[src/rtl/fft_input_loader.sv]
// Collects a 32-sample real frame and replays it as the 16 bit-reversed stage-1 butterfly pairs.
// Define FFT_INPUT_LOADER_PINGPONG_EN for two banks so one frame can load while the other drains.
module fft_input_loader #(
    parameter int DW = 32
) (
    input  logic          clk,
    input  logic          rst_n,
    input  logic          in_valid,
    output logic          in_ready,
    input  logic [DW-1:0] in_data,
    output logic          out_valid,
    input  logic          out_ready,
    output logic [DW-1:0] out_a,
    output logic [DW-1:0] out_b,
    output logic [3:0]    out_idx,
    output logic          out_last
);

    logic [4:0] wr_cnt;
    logic [3:0] rd_cnt;
    logic [3:0] rd_rev;
    logic       in_fire;
    logic       out_fire;
    logic       wr_done;
    logic       rd_done;

    assign in_fire  = in_valid & in_ready;
    assign out_fire = out_valid & out_ready;
    assign wr_done  = in_fire && (wr_cnt == 5'd31);
    assign rd_done  = out_fire && (rd_cnt == 4'd15);
    assign rd_rev   = {rd_cnt[0], rd_cnt[1], rd_cnt[2], rd_cnt[3]};
    assign out_idx  = rd_cnt;
    assign out_last = (rd_cnt == 4'd15);

    // Both counters wrap naturally at the end of a frame, so no explicit clear is needed.
    always_ff @(posedge clk or negedge rst_n) begin
        if (!rst_n) begin
            wr_cnt <= '0;
            rd_cnt <= '0;
        end else begin
            if (in_fire)
                wr_cnt <= wr_cnt + 5'd1;
            if (out_fire)
                rd_cnt <= rd_cnt + 4'd1;
        end
    end

`ifdef FFT_INPUT_LOADER_PINGPONG_EN

    logic [DW-1:0] mem [2][32];
    logic [1:0]    full;
    logic [1:0]    full_nxt;
    logic          wbank;
    logic          rbank;

    assign in_ready  = !full[wbank];
    assign out_valid = full[rbank];
    assign out_a     = mem[rbank][{1'b0, rd_rev}];
    assign out_b     = mem[rbank][{1'b1, rd_rev}];

    // A set always targets an empty bank and a clear a full one, so both can land in one cycle.
    always_comb begin
        full_nxt = full;
        if (wr_done)
            full_nxt[wbank] = 1'b1;
        if (rd_done)
            full_nxt[rbank] = 1'b0;
    end

    always_ff @(posedge clk or negedge rst_n) begin
        if (!rst_n) begin
            full  <= '0;
            wbank <= 1'b0;
            rbank <= 1'b0;
        end else begin
            full <= full_nxt;
            if (wr_done)
                wbank <= ~wbank;
            if (rd_done)
                rbank <= ~rbank;
        end
    end

    always_ff @(posedge clk) begin
        if (in_fire)
            mem[wbank][wr_cnt] <= in_data;
    end

`else

    typedef enum logic {
        LOAD,
        DRAIN
    } state_t;

    state_t        state;
    logic [DW-1:0] mem [32];

    assign out_a = mem[{1'b0, rd_rev}];
    assign out_b = mem[{1'b1, rd_rev}];

    always_ff @(posedge clk or negedge rst_n) begin
        if (!rst_n) begin
            state     <= LOAD;
            in_ready  <= 1'b1;
            out_valid <= 1'b0;
        end else begin
            case (state)
                LOAD: begin
                    if (wr_done) begin
                        state     <= DRAIN;
                        in_ready  <= 1'b0;
                        out_valid <= 1'b1;
                    end
                end
                DRAIN: begin
                    if (rd_done) begin
                        state     <= LOAD;
                        in_ready  <= 1'b1;
                        out_valid <= 1'b0;
                    end
                end
                default: begin
                    state     <= LOAD;
                    in_ready  <= 1'b1;
                    out_valid <= 1'b0;
                end
            endcase
        end
    end

    // Sample storage carries no reset; outputs are only meaningful once the bank is full.
    always_ff @(posedge clk) begin
        if (in_fire)
            mem[wr_cnt] <= in_data;
    end

`endif

endmodule

[config.mk]
export PLATFORM = sky130hd
export DESIGN_NAME = fft_input_loader
export DESIGN_NICKNAME = d
export VERILOG_FILES = /design/src/rtl/fft_input_loader.sv
export SDC_FILE = /design/constraint.sdc
export NUM_CORES = 1
export LEC_CHECK = 0
export CAP_MARGIN = 20
export CORE_ASPECT_RATIO = 1.1
export CORE_MARGIN = 4
export CORE_UTILIZATION = 54
export DETAILED_ROUTE_END_ITERATION = 8
export PLACE_DENSITY = 0.71
export SYNTH_ARGS = -nofsm -noshare
export SYNTH_HDL_FRONTEND = slang
export SYNTH_SLANG_ARGS = --single-unit
[constraint.sdc]
create_clock -name clk -period 5.1 [get_ports clk]
set_input_delay 0.51 -clock clk [delete_from_list [all_inputs] [get_ports clk]]
set_output_delay 0.51 -clock clk [all_outputs]
set_load 0.005 [all_outputs]
==> flow_summary.toml, run 1 <==
[clocking]
clockRootBuffer = "clkbuf_16"
cts_resized = 0
hold_buffers = 0
cts_sinks = 1036
cts_htree_levels = 3
cts_tree = "done"
clkTransAtPathRegs_ps = 60
cts_inserted_buffers = 96
clockBufferDepth = 3
clock_latency_ps = 640
post_cts_buffers = 0

[synthesis]
synthMuxAreaShare_pct = 14.8
synth_top_family_by_area = "multiplexers"
avgSynthCellArea_um2 = 23.5
synth_adder_area_share_pct = 0.193
synth_seq_cells = 1036
synthArstFlopShare_pct = 1.16
seq_area_frac_synth_pct = 79.7
synth_simple_gate_area_share_pct = 1.41
synth-xor-area-share_pct = 0.112
synth-main-ff-cell = "edfxtp_1"
synth_compound_area_share_pct = 2.52
yosys_warnings = 0
synth_cell_type_count = 31
syn-instance-count = 1658
synth_area_mm2 = 0.0390
synth_nets = 1700
synth_edf_count = 1024

[route]
routed_wl_um = 85100
antenna_left = 0
wl_per_cell_um = 29.5
drtPass1Iterations = 5
via_count = 18224
drc_errors = 0
viasPerCell = 6.31
drtIter0Drc = 1985

[sta]
finalSetupViolCount = 0
finalHoldViolations = 0
fin_crit_ps = 4030
fmax_mhz = 248
rsz0062_at_grt = "false"
finalMaxSlewViolations = 0
fin_skew_ps = 18.8
worst_pin_slew_ps = 1090
finalSetupTns_ps = 0
period_share_pct = 79.0
slew_headroom_pct = 27.4
worst_slack_ps = 1070

[floorplanning]
ioPinCount = 107
die_area_mm2 = 0.0766
die_y_um = 290
start_util_pct = 54.4
die_x_um = 264
rows = 103
core_mm2 = 0.0717

[cells_and_area]
finalNetCount = 1905
drive_gt1_share_pct = 27.1
stdcell_area_mm2 = 0.0454
finalNonFillerCells = 2890
num_antenna_cells = 0
area_growth_pct = 16.6

[power]
peakVddDrop_uv = 425
total_power_mw = 22.9
power.leakage_nw = 14.3
p_per_area_mw_per_mm2 = 503

[critical_path]
critPathMaxFanout = 30
cp.required_ps = 4590
end_kind = "output pin"
worstSetupStartpointType = "flip-flop"
worst-path-buf-inv = 2
worst-setup-path-type = "reg -> out"
cpLargestDelayFamily = "buffers and inverters"
r2r.worst_path.cells = 4
max_stage_delay_ps = 670
crit_cells = 5
path_cells = "nor2b_4 -> buf_4 -> a22oi_1 -> nand2_1 -> clkdlybuf4s50_1"
slowest_stage = "nor2b_4"
cp.arrival_ps = 3520

[min_path]
hold_class = "in -> async"

[status]
run_status = "completed"

[global_route]
grt_max_degree = 74
grt_pass1_wl_um = 126000
grt_antenna_before_repair = 0
grt_overflow = 0
grt_use_total_pct = 22.3
grt_pass1_vias = 19045

[placement]
numPortBuffers = 106
placedInstanceArea_mm2 = 0.0416
gp_congestion = 0.735
dp_hpwl_um = 46200
dp_cells = 2680
place_ws_ps = 1570

[run]
drv_cap = 0
-- synth_stat cells, types with 6 or more instances --
cell type	n	area [um^2]
mux4_2	256	5770
a22oi_1	128	961
clkbuf_1	37	139
edfxtp_1	1024	30700
ha_1	6	75.1
nor2_1	29	109
buf_4	13	97.6
buf_2	9	45.0
buf_1	20	75.1
buf_6	11	124
dfrtp_1	11	275
nand2_1	73	274
-- flip-flops by register name (all words and copies together), names as in the netlist --
signal and cells:
in_ready 1, out_valid 1, wr_cnt 5, state 1, mem 1024, out_idx 4
-- power breakdown --
group	total (mW)	leakage, nW	internal, mW	switching, mW
Clock	7.15	1.53	4.15	3.00
Sequential	9.52	9.34	9.37	0.156
Combinational	6.21	3.44	3.25	2.95
-- cell families after synthesis --
kind of cell    Yosys count
compound gates          132
simple gates            128
fa+ha+maj                 6
mux                     258
xor+xnor                  5
flops                  1036
buf+inv                  93
-- placed cells by master, fill, tap and decap left out, types with 3 or more instances in the layout --
master           count
nand2_1             73
buf_4               48
clkbuf_1            26
clkdlybuf4s50_1    106
inv_1                3
and3_1               3
clkinv_1            18
bufinv_16           11
nor2_4              27
clkbuf_8             4
clkinv_2            15
nor3_2               4
nand3b_1             4
xnor2_1              4
buf_12              11
edfxtp_1          1024
clkbuf_16          110
dfrtp_1              9
clkinvlp_4           5
ha_1                 6
a22oi_1            128
buf_16               9
mux4_2             256
buf_8               11
nand3_1              3
-- metal layers --
layer  share of wire (%)  GRT usage, %  vias up
met5                   0             0        -
met1                  38          30.4     9824
met2                  53          38.4      751
met4                 2.6          6.86        0
met3                 6.5          3.21      138
li1                    -             -     7511
-- per-stage QoR --
stage | hold WS (ps) | utilization (%)
final | 243 | 63.4
after global routing | 265 | 63.4
after CTS | 226 | 62.5
after detailed placement | 527 | 58.1
after global placement | 510 | 58.0
after floorplan | 214 | -
-- final cells by class --
type	count	area [um^2]
sequential	1036	31100
tap	945	1180
fill	4694	26200
clock buffer	128	2610
inverter	3	11.3
multi-input combinational	529	7690
clock inverter	52	544
timing repair buffer	197	2350
-- path summary, 6_finish.rpt --
path	startpoint	slack, ps	end
max in group asynchronous	rst_n	4420	out_idx[2]
setup / recovery	out_idx[1]	1070	out_a[24]
hold / removal	rst_n	240	out_idx[3]
min in group clk	in_ready	530	in_ready
setup reg to reg	in_ready	2090	mem[2][30]
hold reg to reg	in_ready	530	in_ready
-- worst reg2reg max path: cells and delay by family (launching register included) --
kind / cells / cell delay [ps]
buffers and inverters: 1 / 370
AND/OR/NAND/NOR: 3 / 1790
flip-flops: 1 / 550
No activity file was read; power rests on OpenSTA's default activity.
==> run 2, diff against run 1 <==
--- a/config.mk
+++ b/config.mk
@@ -10,7 +10,7 @@
 export CORE_MARGIN = 4
 export CORE_UTILIZATION = 54
 export DETAILED_ROUTE_END_ITERATION = 8
-export PLACE_DENSITY = 0.71
+export PLACE_DENSITY = 0.74
 export SYNTH_ARGS = -nofsm -noshare
 export SYNTH_HDL_FRONTEND = slang
 export SYNTH_SLANG_ARGS = --single-unit
==> constraint.sdc (replaced) <==
create_clock -name clk -period 3.55 [get_ports clk]
set_input_delay 0.355 -clock clk [delete_from_list [all_inputs] [get_ports clk]]
set_output_delay 0.355 -clock clk [all_outputs]
set_load 0.005 [all_outputs]
==> run 2 against run 1 <==
Effect of this change: setup slack got worse by 970 ps; clock power rose by 41%; final area rose by 0.82%; sequential share of layout area fell by 0.56 points; non-clock buffer count rose by 16; clock skew rose by 16 ps; die area did not move; core utilization rose by 0.52 points; count of clock-buffer cells in the layout fell by 21; critical path depth did not move; critical endpoint is now out_b[1]; largest cell class unchanged; largest power group unchanged.
==> flow_summary.toml, run 2 (synthesis gave the netlist of run 1 again) <==
[status]
run_status = "completed"

[global_route]
grt_overflow = 0
grt_use_total_pct = 24.0
grt_antenna_before_repair = 5
grt_max_degree = 73
grt_pass1_vias = 19299
grt_pass1_wl_um = 133000

[route]
routed_wl_um = 92600
wl_per_cell_um = 31.9
drtIter0Drc = 2533
drtPass1Iterations = 5
antenna_left = 0
drc_errors = 0
viasPerCell = 6.46
via_count = 18749

[critical_path]
path_cells = "buf_16 -> mux4_2 -> a22oi_1 -> nand2_1 -> clkdlybuf4s50_1"
cp.arrival_ps = 3090
r2r.worst_path.cells = 3
worst-setup-path-type = "reg -> out"
worstSetupStartpointType = "flip-flop"
end_kind = "output pin"
critPathMaxFanout = 56
r2r_end = "mem[15][17]"
r2r-start = "wr_cnt[2]"
cpLargestDelayFamily = "buffers and inverters"
slowest_stage = "mux4_2"
max_stage_delay_ps = 570
cp.required_ps = 3190
worst-path-buf-inv = 2
reg2reg_slack_ps = 1030

[sta]
period_share_pct = 97.1
finalHoldViolations = 0
finalMaxSlewViolations = 0
worst_pin_slew_ps = 1010
finalSetupTns_ps = 0
fmax_mhz = 290
fin_crit_ps = 3450
rsz0062_at_grt = "false"
fin_skew_ps = 34.6
slew_headroom_pct = 32.2
finalSetupViolCount = 0

[placement]
dp_hpwl_um = 46500
numPortBuffers = 106
gp_congestion = 0.741
dp_cells = 2687

[run]
drv_cap = 0

[clocking]
clockRootBuffer = "clkbuf_16"
cts_tree = "done"
hold_buffers = 0
cts_inserted_buffers = 95
clock_latency_ps = 670
clockBufferDepth = 3
cts_sinks = 1036
clkTransAtPathRegs_ps = 60
cts_htree_levels = 3

[cells_and_area]
drive_gt1_share_pct = 28.1
largest_register_ffs = 1024
post-route-util_pct = 63.9
top_register = "mem"
finalNetCount = 1920
final_common_cell = "edfxtp_1"
area_growth_pct = 17.5
final_cell_mix = "1024 x edfxtp_1, 256 x mux4_2, 128 x a22oi_1"
finalNonFillerCells = 2901

[floorplanning]
start_util_pct = 54.4
die_y_um = 290
die_area_mm2 = 0.0766
core_mm2 = 0.0717
ioPinCount = 107
rows = 103
die_x_um = 264

[power]
power.leakage_nw = 14.4
peakVddDrop_uv = 607
p_per_area_mw_per_mm2 = 727

[min_path]
hold_class = "in -> async"
==> run 2: layout make-up <==
| type | instances | area [um^2] |
|---|---|---|
| multi-input combinational | 529 | 7730 |
| inverter | 3 | 11.3 |
| clock inverter | 66 | 632 |
| sequential | 1036 | 31100 |
| clock buffer | 107 | 2460 |
| timing repair buffer | 213 | 2740 |
| antenna | 2 | 5.00 |
| tap | 945 | 1180 |
| fill | 4568 | 25800 |
==> run 2: stage by stage <==
stage                     setup WS [ps]  area [um^2]  power, mW  hold WS (ps)
final                               104        45800       33.3           109
after global routing               6.97        45800       34.6           107
after CTS                          2.33        45100       33.2          81.0
after detailed placement            698        42000       23.1           529
after global placement              708        41900       23.0           497
after floorplan                     573        39000       19.3          59.4
==> run 2: routing by layer <==
metal  part of all wire [%]  global-route usage (%)  wire length (um)
met3                    9.3                    3.95              8590
met2                     52                    40.6             47700
met4                    2.9                    7.46              2650
met5                  0.014                       0                13
met1                     36                    32.8             33600
==> run 2: worst register-to-register path, delay by kind of cell, from the launching register on <==
family                 cells  cell delay [ps]
flip-flops                 1              740
AND/OR/NAND/NOR            2             1130
buffers and inverters      1              350
==> run 2: worst max path at each step <==
stage	start	end	slack (ps)	depth (start not counted)
4_1_cts	out_idx[3]	out_b[6]	2	6
3_5_place_dp	out_idx[3]	out_b[13]	700	6
5_1_grt	out_idx[3]	out_b[1]	7	5
6_report	out_idx[3]	out_b[1]	100	5
3_3_place_gp	out_idx[3]	out_b[13]	710	6
2_1_floorplan	in_ready	mem[30][0]	570	4
==> run 2: repair_timing <==
item,in CTS,in global routing
gates cloned,0,2
setup endpoints to repair,5,16
buffers inserted,0,11
resized for setup,5,3
==> run 2: where the power goes <==
group	internal, mW	switching, mW	total (mW)
Clock	5.73	4.41	10.1
Sequential	13.5	0.132	13.6
Combinational	4.92	4.65	9.57
==> run 3, diff against run 2 <==
--- a/config.mk
+++ b/config.mk
@@ -5,12 +5,11 @@
 export SDC_FILE = /design/constraint.sdc
 export NUM_CORES = 1
 export LEC_CHECK = 0
-export CAP_MARGIN = 20
 export CORE_ASPECT_RATIO = 1.1
 export CORE_MARGIN = 4
 export CORE_UTILIZATION = 54
 export DETAILED_ROUTE_END_ITERATION = 8
-export PLACE_DENSITY = 0.74
+export PLACE_DENSITY = 0.81
 export SYNTH_ARGS = -nofsm -noshare
 export SYNTH_HDL_FRONTEND = slang
 export SYNTH_SLANG_ARGS = --single-unit
==> run 3 against run 2 <==
Effect of this change: cell count is 0.69% lower; hold slack worse by 3.5 ps; highest routed layer unchanged; core utilization is 0.90 points lower; largest power group unchanged; global-route usage is 1.2 points higher; clock skew is 16 ps lower; sequential share of layout area is 0.97 points higher; die area stayed put; maximum frequency is 2.3% lower.
==> flow_summary.toml, run 3 (synthesis gave the netlist of run 1 again) <==
[cells_and_area]
final_common_cell = "edfxtp_1"
fill_cells = 4457
top_register = "mem"
finalNetCount = 1901
drive_gt1_share_pct = 26.7
post-route-util_pct = 63.0
finalNonFillerCells = 2881
stdcell_area_mm2 = 0.0452
largest_register_ffs = 1024
area_growth_pct = 15.9
final_cell_mix = "1024 x edfxtp_1, 256 x mux4_2, 126 x a22oi_1"

[power]
p_int_mw = 23.7
switching_share_pct = 28.3
p_per_area_mw_per_mm2 = 733
p_sw_mw = 9.38
clkPwrFrac_pct = 29.4
p_seq_share_pct = 40.9
power.leakage_nw = 14.1
total_power_mw = 33.1
peakVddDrop_uv = 618
p_comb_share_pct = 29.7

[route]
via_count = 19263
antenna_left = 0
drc_errors = 0
routed_wl_um = 98800
viasPerCell = 6.69
drtIter0Drc = 2792
drtPass1Iterations = 7
wl_per_cell_um = 34.3

[critical_path]
cp.required_ps = 3190
worst-setup-path-type = "reg -> out"
r2r.worst_path.cells = 4
r2r_end = "mem[25][14]"
cp.arrival_ps = 3170
reg2reg_slack_ps = 780
worstSetupStartpointType = "flip-flop"
max_stage_delay_ps = 550
path_cells = "buf_2 -> buf_4 -> clkbuf_16 -> mux4_2 -> a22oi_1 -> nand2_1 -> clkdlybuf4s50_1"
r2r-start = "in_ready"
slowest_stage = "mux4_2"
end_kind = "output pin"
critPathMaxFanout = 14

[placement]
dp_cells = 2694
numPortBuffers = 106
place_ws_ps = 511
placedInstanceArea_mm2 = 0.0421
dp_hpwl_um = 48800
gp_congestion = 0.775

[floorplanning]
start_util_pct = 54.4
ioPinCount = 107
rows = 103
die_area_mm2 = 0.0766
die_y_um = 290
die_x_um = 264
core_mm2 = 0.0717

[clocking]
hold_buffers = 0
clockRootBuffer = "clkbuf_16"
cts_sinks = 1036
cts_htree_levels = 3
clockBufferDepth = 3
clkTransAtPathRegs_ps = 60
clock_latency_ps = 660
cts_inserted_buffers = 96
cts_tree = "done"

[global_route]
grt_max_degree = 73
grt_use_total_pct = 25.2
grt_pass1_vias = 19981
grt_pass1_wl_um = 139000
grt_antenna_before_repair = 9
grt_overflow = 0

[sta]
slew_headroom_pct = 6.92
fmax_mhz = 284
period_share_pct = 99.3
worst_slack_ps = 23.2
finalSetupViolCount = 0
finalHoldViolations = 0
rsz0062_at_grt = "true"
fin_skew_ps = 18.2
worst_pin_slew_ps = 1390
fin_crit_ps = 3530
finalMaxSlewViolations = 0

[min_path]
hold_class = "in -> async"

[run]
drv_cap = 0

[status]
run_status = "completed"
==> run 3: what timing repair did <==
action / in CTS / in global routing
resized for setup: 2 / 11
buffers inserted: 3 / 6
cloned: 0 / 3
endpoints found under the setup margin: 22 / 22
pin swaps: 0 / 0
==> run 3: critical path, delay by kind of cell, from the launching register on <==
kind | cells | cell delay [ps]
compound gates | 1 | 220
buf+inv | 4 | 1140
flops | 1 | 430
mux | 1 | 550
simple gates | 1 | 170
==> run 3: worst max-delay path by stage <==
stage	from	end	slack [ps]	cells past startpoint
global placement	in_valid	mem[25][19]	580	5
detailed placement	in_valid	mem[25][9]	510	5
global route	out_idx[3]	out_a[0]	-30	7
floorplan	in_ready	mem[30][0]	570	4
finish	out_idx[3]	out_a[0]	20	7
CTS	out_idx[3]	out_a[13]	-40	6
==> run 3: stage by stage <==
stage,TNS [ps],hold WS (ps)
floorplan,0,59.4
global placement,0,521
detailed placement,0,521
CTS,-90.4,106
global route,-28.1,142
finish,0,106
==> run 3: power by group through the flow <==
stage / Combinational (mW) / Clock [mW] / Sequential (mW)
after floorplan: 5.58 / 0 / 13.7
after global placement: 9.14 / 0 / 13.9
after detailed placement: 9.30 / 0 / 13.9
after CTS: 9.53 / 9.76 / 13.6
after global routing: 10.3 / 10.4 / 13.6
final: 9.82 / 9.73 / 13.6
==> run 3: cell type report <==
class / count / area [um^2] / area share, %
diodes: 4 / 10.0 / 0.0222
multi-input cells: 529 / 7750 / 17.2
repair buffers: 193 / 2260 / 5.00
well taps: 945 / 1180 / 2.62
clock buffers: 114 / 2490 / 5.51
flip-flops and latches: 1036 / 31100 / 68.8
clock inverters: 57 / 410 / 0.908
inverters: 3 / 11.3 / 0.0249
==> run 3: per-layer routing <==
layer	global-route usage (%)	vias to the layer above	wire, um
met5	0	-	34
met4	9.71	4	3900
met3	6.56	274	11200
met2	41.4	1553	49800
met1	33.1	9927	33900
li1	-	7505	-
